File: config.mk
export PLATFORM = sky130hd
export DESIGN_NAME = acc_cpu_ctrl
export DESIGN_NICKNAME = d
export VERILOG_FILES = /design/src/rtl/acc_cpu_ctrl.sv
export SDC_FILE = /design/constraint.sdc
export NUM_CORES = 1
export LEC_CHECK = 0
export ABC_AREA = 1
export CORE_MARGIN = 8
export CORE_UTILIZATION = 35
export DETAILED_ROUTE_END_ITERATION = 10
export MAX_ROUTING_LAYER = met4
export PLACE_DENSITY = 0.67
export RECOVER_POWER = 50
export SLEW_MARGIN = 20
export SYNTH_ARGS = -nofsm -noshare
export SYNTH_HDL_FRONTEND = slang
export SYNTH_SLANG_ARGS = --single-unit
File: constraint.sdc
create_clock -name clk -period 1.9 [get_ports clk]
set_clock_uncertainty 0.2 [all_clocks]
set_input_delay 0.38 -clock clk [delete_from_list [all_inputs] [get_ports clk]]
set_output_delay 0.38 -clock clk [all_outputs]
set_load 0.01 [all_outputs]
File: src/rtl/acc_cpu_ctrl.sv
// Fetch/decode/execute controller and accumulator for the 8-bit accumulator CPU.
// Latency: ALU op 4 cycles, LDA/STA 3, JMP/JZ/HLT 2 (zero-wait); request raised one cycle after reset release.
// Backpressure: FETCH/OPREAD/STORE stall until mem_ready with all request outputs held stable.
module acc_cpu_ctrl #(
    parameter int                 ADDR_W   = 5,
    parameter int                 DATA_W   = 8,
    parameter logic [ADDR_W-1:0]  RESET_PC = '0
) (
    input  logic              clk,
    input  logic              rst_n,
    output logic              mem_req,
    output logic              mem_we,
    output logic [ADDR_W-1:0] mem_addr,
    output logic [DATA_W-1:0] mem_wdata,
    input  logic [DATA_W-1:0] mem_rdata,
    input  logic              mem_ready,
    output logic [DATA_W-1:0] alu_a,
    output logic [DATA_W-1:0] alu_b,
    output logic [1:0]        alu_op,
    input  logic [DATA_W-1:0] alu_result,
    output logic [DATA_W-1:0] acc_out,
    output logic [ADDR_W-1:0] pc_out,
    output logic              zero,
    output logic              halted
);

    localparam logic [2:0] S_FETCH  = 3'd0;
    localparam logic [2:0] S_DECODE = 3'd1;
    localparam logic [2:0] S_OPREAD = 3'd2;
    localparam logic [2:0] S_EXEC   = 3'd3;
    localparam logic [2:0] S_STORE  = 3'd4;
    localparam logic [2:0] S_HALT   = 3'd5;

    localparam logic [2:0] OP_ADD = 3'b000;
    localparam logic [2:0] OP_SUB = 3'b001;
    localparam logic [2:0] OP_AND = 3'b010;
    localparam logic [2:0] OP_LDA = 3'b011;
    localparam logic [2:0] OP_STA = 3'b100;
    localparam logic [2:0] OP_JMP = 3'b101;
    localparam logic [2:0] OP_JZ  = 3'b110;
    localparam logic [2:0] OP_HLT = 3'b111;

    logic [2:0]        state, nxt_state;
    logic [ADDR_W-1:0] pc, nxt_pc;
    logic [DATA_W-1:0] ir, nxt_ir;
    logic [DATA_W-1:0] acc, nxt_acc;
    logic [DATA_W-1:0] operand, nxt_operand;
    logic [2:0]        opcode;
    logic [ADDR_W-1:0] ir_addr;
    logic              fire;

    assign opcode    = ir[DATA_W-1 -: 3];
    assign ir_addr   = ir[ADDR_W-1:0];
    // mem_req is low in the first FETCH cycle after reset, so a stray mem_ready there is ignored
    assign fire      = mem_req & mem_ready;

    assign mem_wdata = acc;
    assign alu_a     = acc;
    assign alu_b     = operand;
    assign acc_out   = acc;
    assign pc_out    = pc;
    assign zero      = (acc == '0);

    always_comb begin
        alu_op = 2'b00;
        if (opcode == OP_ADD || opcode == OP_SUB || opcode == OP_AND)
            alu_op = ir[DATA_W-2 -: 2];
    end

    always_comb begin
        nxt_state   = state;
        nxt_pc      = pc;
        nxt_ir      = ir;
        nxt_acc     = acc;
        nxt_operand = operand;
        case (state)
            S_FETCH: begin
                if (fire) begin
                    nxt_ir    = mem_rdata;
                    nxt_pc    = pc + ADDR_W'(1);
                    nxt_state = S_DECODE;
                end
            end
            S_DECODE: begin
                case (opcode)
                    OP_ADD, OP_SUB, OP_AND, OP_LDA: nxt_state = S_OPREAD;
                    OP_STA:  nxt_state = S_STORE;
                    OP_JMP: begin
                        nxt_pc    = ir_addr;
                        nxt_state = S_FETCH;
                    end
                    OP_JZ: begin
                        if (zero) nxt_pc = ir_addr;
                        nxt_state = S_FETCH;
                    end
                    OP_HLT:  nxt_state = S_HALT;
                    default: nxt_state = S_FETCH;
                endcase
            end
            S_OPREAD: begin
                if (fire) begin
                    if (opcode == OP_LDA) begin
                        nxt_acc   = mem_rdata;
                        nxt_state = S_FETCH;
                    end else begin
                        nxt_operand = mem_rdata;
                        nxt_state   = S_EXEC;
                    end
                end
            end
            S_EXEC: begin
                nxt_acc   = alu_result;
                nxt_state = S_FETCH;
            end
            S_STORE: begin
                if (fire) nxt_state = S_FETCH;
            end
            S_HALT:  nxt_state = S_HALT;
            default: nxt_state = S_FETCH;
        endcase
    end

    // Request outputs are flops loaded from the next-state view, keeping mem_ready off any output path
    always_ff @(posedge clk or negedge rst_n) begin
        if (!rst_n) begin
            state    <= S_FETCH;
            pc       <= RESET_PC;
            ir       <= '0;
            acc      <= '0;
            operand  <= '0;
            mem_req  <= 1'b0;
            mem_we   <= 1'b0;
            mem_addr <= RESET_PC;
            halted   <= 1'b0;
        end else begin
            state    <= nxt_state;
            pc       <= nxt_pc;
            ir       <= nxt_ir;
            acc      <= nxt_acc;
            operand  <= nxt_operand;
            mem_req  <= (nxt_state == S_FETCH) || (nxt_state == S_OPREAD) || (nxt_state == S_STORE);
            mem_we   <= (nxt_state == S_STORE);
            mem_addr <= (nxt_state == S_FETCH) ? nxt_pc : nxt_ir[ADDR_W-1:0];
            halted   <= (nxt_state == S_HALT);
        end
    end

endmodule

### After elaboration in Yosys (flattened, before gate mapping)

Index checks and enable logic that the tools add are counted.

* register bits: 40
* output and inout port bits: 48

* add/sub/neg operators: 1
* equality and inequality tests: 17
* mux-type cells: 17
* bitwise logic cells: 2
* reduce and logical (&&, ||, !) cells: 14

Operator list (number)
* $mux W5: 5
* $eq A3 B3 Y1 const B: 8
* $pmux W5 S2: 2
* $mux W8: 2
* $pmux W8 S2: 1
* $eq A3 B2 Y1 const B: 5
* $pmux W3 S5: 1
* $pmux W3 S4: 1
* $logic_not A3 Y1: 3
* $mux W3: 3
* $logic_not A8 Y1: 1
* $eq A3 B1 Y1 const B: 2
* $reduce_and A3 Y1: 2
* $add A5 B1 Y5 const B: 1
* $logic_or A1 B1 Y1: 4
* $mux W2: 2
* $ne A2 B2 Y1 const B: 2
* $reduce_or A4 Y1: 1
* $reduce_and A2 Y1: 1
* $reduce_bool A2 Y1: 1
* $reduce_or A2 Y1: 1
* $and A1 B1 Y1: 1
* $not A1 Y1: 1

### Logic depth before layout (Yosys ltp)

* depth in word-level cells: 7
* depth in mapped cells: 11

### Least setup slack after synthesis

No wires, ideal clock.

* path kind: register to register
* from: reg acc[5] (netlist: acc_out[5])
* to: reg mem_addr[1]
* arrival: 1.325 ns
* required time: 1.584 ns
* slack: 0.259 ns
* cell stages (with the launch flop): 11
* path buffers: 0
* period minus slack after synthesis: 1.641 ns
* cell sequence: dfrtp_1 -> nor2_1 -> nand2_1 -> nor2_1 -> nand2_1 -> nand3_1 -> nand2_1 -> nand2_1 -> nand2_1 -> nand2_1 -> nand2_1

* longest elaborated chain between the ends: 5

RTL lines
* start: declaration: RTL line 46 `logic [DATA_W-1:0] acc, nxt_acc;`
* start signal: assignment: RTL line 139 `acc <= nxt_acc;`
* $logic_not A8 Y1: RTL line 62 `assign zero = (acc == '0);`
* via zero: RTL line 23 `output logic zero,`
* $mux W5: RTL line 93 `if (zero) nxt_pc = ir_addr;`
* $pmux W5 S2: RTL line 85 `case (opcode)`
* $pmux W5 S2: RTL line 76 `case (state)`
* via nxt_pc[1]: RTL line 44 `logic [ADDR_W-1:0] pc, nxt_pc;`
* $mux W5: RTL line 143 `mem_addr <= (nxt_state == S_FETCH) ? nxt_pc : nxt_ir[ADDR_W-1:0];`
* end signal: assignment: RTL line 143
* end: declaration: RTL line 13 `output logic [ADDR_W-1:0] mem_addr,`

The timed path passes the listed nets, and every way through them passes these cells.
A chain may end at the register's enable or synchronous reset.

### Worst setup path in the final report

* from: reg ir[6]
* to: out alu_op[0]

* longest elaborated chain between the ends: 4

RTL lines
* start: declaration: RTL line 45 `logic [DATA_W-1:0] ir, nxt_ir;`
* start signal: assignment: RTL line 138 `ir <= nxt_ir;`
* $eq A3 B1 Y1 / $logic_not A3 Y1 (equally long branches): RTL line 66 `if (opcode == OP_ADD || opcode == OP_SUB || opcode == OP_AND)`
* $logic_or A1 B1 Y1: RTL line 66
* $logic_or A1 B1 Y1 *: RTL line 66
* $mux W2 *: RTL line 66
* end: declaration: RTL line 19 `output logic [1:0] alu_op,`

Mark *: on every way between the ends. The rest lies on a longest branch, timed or not.

==> flow_metrics.py <==
metrics = {
    "clocking": {
        "cts.clk_slew.worst_paths_ns": 0.08,
        "insertion_delay_ns": 0.30,
        "cts.sinks": 40,
        "root_buffer": "clkbuf_8",
        "cts_buffer_depth": 2,
        "cts_tree": "built",
        "cts_buffers": 5,
        "h-tree-depth": 2,
    },
    "routing": {
        "vias": 1822,
        "wl_met1_um": 2470,
        "drtIter0Drc": 164,
        "first_pass_iters": 4,
        "wire_per_inst_um": 13.7,
        "top_layer": "met4",
        "wl_um": 5520,
        "routed-wl-met3_um": 288,
        "post-route-drc-count": 0,
        "wl_met2_um": 2670,
        "drtAntennaViolNets": 0,
        "viasPerCell": 4.53,
    },
    "timing": {
        "slew_headroom_pct": 66.6,
        "finalHoldViolCount": 0,
        "fmax_mhz": 541,
        "period_minus_slack_ns": 1.85,
        "fin_crit_sh_pct": 97.3,
        "rsz0062_at_grt": "false",
        "finalSetupTns_ns": 0,
        "worst_slew_pin_slew_ns": 0.501,
        "final-setup-viol-count": 0,
        "maxSlewViolCount": 0,
    },
    "floorplanning": {
        "die_x_um": 93.7,
        "num_rows": 28,
        "io_pins": 67,
        "core_sq_um": 5890,
        "initial_core_util_pct": 35.9,
        "die_h_um": 93.7,
        "dieArea_sq_um": 8780,
    },
    "cells_and_area": {
        "nNetsFinal": 346,
        "design_area_sq_um": 3010,
        "stdcell_count": 402,
        "diodes": 0,
        "multiInputGateArea_sq_um": 853,
        "drive_gt1_share_pct": 18.7,
        "seq_area_sq_um": 1000,
        "area_growth_pct": 42.3,
        "fillCellCount": 591,
        "final_util_pct": 51.1,
    },
    "place": {
        "dp_cells": 391,
        "gp_congestion": 0.896,
        "detailed_place_hpwl_um": 4310,
        "io_buffer_count": 66,
        "dpl_cell_area_sq_um": 2850,
    },
    "grt": {
        "globalRouteOverflowTotal": 0,
        "gr-usage-all-layers_pct": 13.6,
        "grt_pass1_wl_um": 9070,
        "grt_max_degree": 41,
        "grt_pass1_vias": 1867,
        "grt_antenna_before_repair": 0,
    },
    "setup_path": {
        "worst-r2r-setup-slack_ns": 0.16,
        "cp_data_required_time_ns": 1.32,
        "path_class": "register to primary output",
        "timing.rr.end": "acc_out[7]$_DFFE_PN0P_",
        "cp.arrival_ns": 1.27,
        "start_kind": "register",
        "ff2ff_path_depth": 5,
        "r2r-start": "state[2]$_DFF_PN0_",
        "endpoint_kind": "primary output",
        "path_max_fanout": 6,
    },
    "run_status": {
        "status": "complete, no violations",
    },
    "pwr": {
        "p_leak_nw": 1.43,
        "cellPowerDensity_nw_per_um2": 1820,
        "finalPower_mw": 5.47,
        "clkPwrFrac_pct": 17.5,
        "power_frac_comb_pct": 54.0,
        "p_int_mw": 3.34,
        "switching_share_pct": 38.9,
        "switchingPower_mw": 2.13,
        "seqPwrFrac_pct": 28.5,
        "peakVddDrop_mv": 0.618,
    },
    "synth": {
        "yosysWarnings": 0,
        "yosysMostFrequentCell": "nand2_1",
        "synthesis.nets": 272,
        "netlist_instances": 252,
        "yosysUniqueCellTypes": 27,
        "synth_top_area_cell": "dfrtp_1",
        "synth_flop_cell": "dfrtp_1",
        "async_flop_share_pct": 100,
        "ys_seq_area_share_pct": 47.4,
        "syn-cell-area_sq_um": 2110,
        "yosysTopAreaCellShare_pct": 47.4,
        "ys_seq_elements": 40,
        "synthTopCellsByCount": "nand2_1 (61), dfrtp_1 (40), o21ai_0 (30)",
        "synth-edff-count": 0,
        "avgSynthCellArea_sq_um": 8.38,
        "synthTopCellsByArea": "dfrtp_1 (47%), nand2_1 (11%), o21ai_0 (7.1%), buf_4 (5.7%), nand3_1 (4.3%)",
    },
    "hold_path": {
        "min_from": "alu_b[5]$_DFFE_PN0P_",
        "hold_path.class": "register to register",
        "hold_end": "alu_b[5]$_DFFE_PN0P_",
        "hold_depth": 2,
    },
    "flow_run": {
        "drv_cap": 0,
    },
}
-- power by group through the flow --
stage / Sequential [mW] / Clock, mW / Combinational (mW)
after CTS: 1.57 / 0.975 / 3.05
after floorplan: 1.70 / 0 / 1.65
final: 1.56 / 0.958 / 2.96
after detailed placement: 1.58 / 0 / 3.11
after global routing: 1.61 / 1.01 / 3.29
after global placement: 1.57 / 0 / 3.06
-- critical path: stages, from the launching register on --
cell and delay, ns:
dfrtp_1 0.44, nor3_1 0.22, dlygate4sd2_1 0.31
-- how the worst max path moves through the flow --
stage,start,to,slack (ns),cells past startpoint
global route,mem_ready,mem_addr[3]$_DFF_PN0_,0.004,9
CTS,acc_out[3]$_DFFE_PN0P_,acc_out[3],0.004,2
global placement,mem_ready,mem_addr[3]$_DFF_PN0_,-0.16,9
detailed placement,mem_ready,mem_addr[1]$_DFF_PN0_,-0.17,8
floorplan,acc_out[5]$_DFFE_PN0P_,mem_addr[1]$_DFF_PN0_,0.26,10
finish,ir[6]$_DFFE_PN0P_,alu_op[0],0.05,2
-- through the flow --
step,hold WS [ns],setup slack [ns]
after floorplan,-0.116,0.259
after global placement,0.266,-0.164
after detailed placement,0.272,-0.167
after CTS,0.295,0.00402
after global routing,0.344,0.00397
final,0.288,0.0519
-- state kept, by name, summed over array words and instances (netlist names) --
register	flops
acc_out	8
alu_b	8
halted	1
ir	8
mem_addr	5
mem_req	1
mem_we	1
pc_out	5
state	3
-- final cells by class --
class / instances / share of cell area (%)
flip-flops and latches: 40 / 33.4
multi-input cells: 166 / 28.4
repair buffers: 90 / 26.9
well taps: 75 / 3.12
clock inverters: 3 / 3.00
inverters: 23 / 2.87
clock buffers: 5 / 2.29
-- kinds of logic (layout without fill, tap and decap cells) --
kind of cell,count (synthesis),in the layout,synth area share [%]
simple gates,120,120,27.1
buf+inv,46,121,12.3
compound gates,45,45,12.6
flops,40,40,47.4
fa+ha+maj,1,1,0.592
-- metal layers --
layer / vias up / global-route usage [%]
met5: - / -
met4: 0 / 4.89
met3: 6 / 2.96
met2: 44 / 23.2
met1: 828 / 15.4
li1: 944 / -
-- what timing repair did --
| item | 4_1_cts | 5_1_grt |
|---|---|---|
| pin swaps | 0 | 2 |
| endpoints found under the setup margin | 13 | 21 |
| setup buffers | 0 | 2 |
| hold endpoints to repair | 40 | 0 |
| resized for setup | 15 | 22 |
| hold buffers | 1 | 0 |
-- cell usage in the layout, fill, tap and decap left out, types with 3 or more instances in the layout --
cell type        netlist  final
a21oi_1                4      4
a21oi_2                8      8
buf_4                 16     21
bufinv_16              0      3
clkbuf_8               0      5
clkdlybuf4s25_1        0     15
clkdlybuf4s50_1        0     38
dfrtp_1               40     38
dlygate4sd2_1          0     10
inv_1                 21     21
nand2_1               61     61
nand3_1               18     18
nor2_1                24     23
nor2_4                 6      6
o21ai_0               30     28
Note: power is estimated with default switching activity, not from simulation.
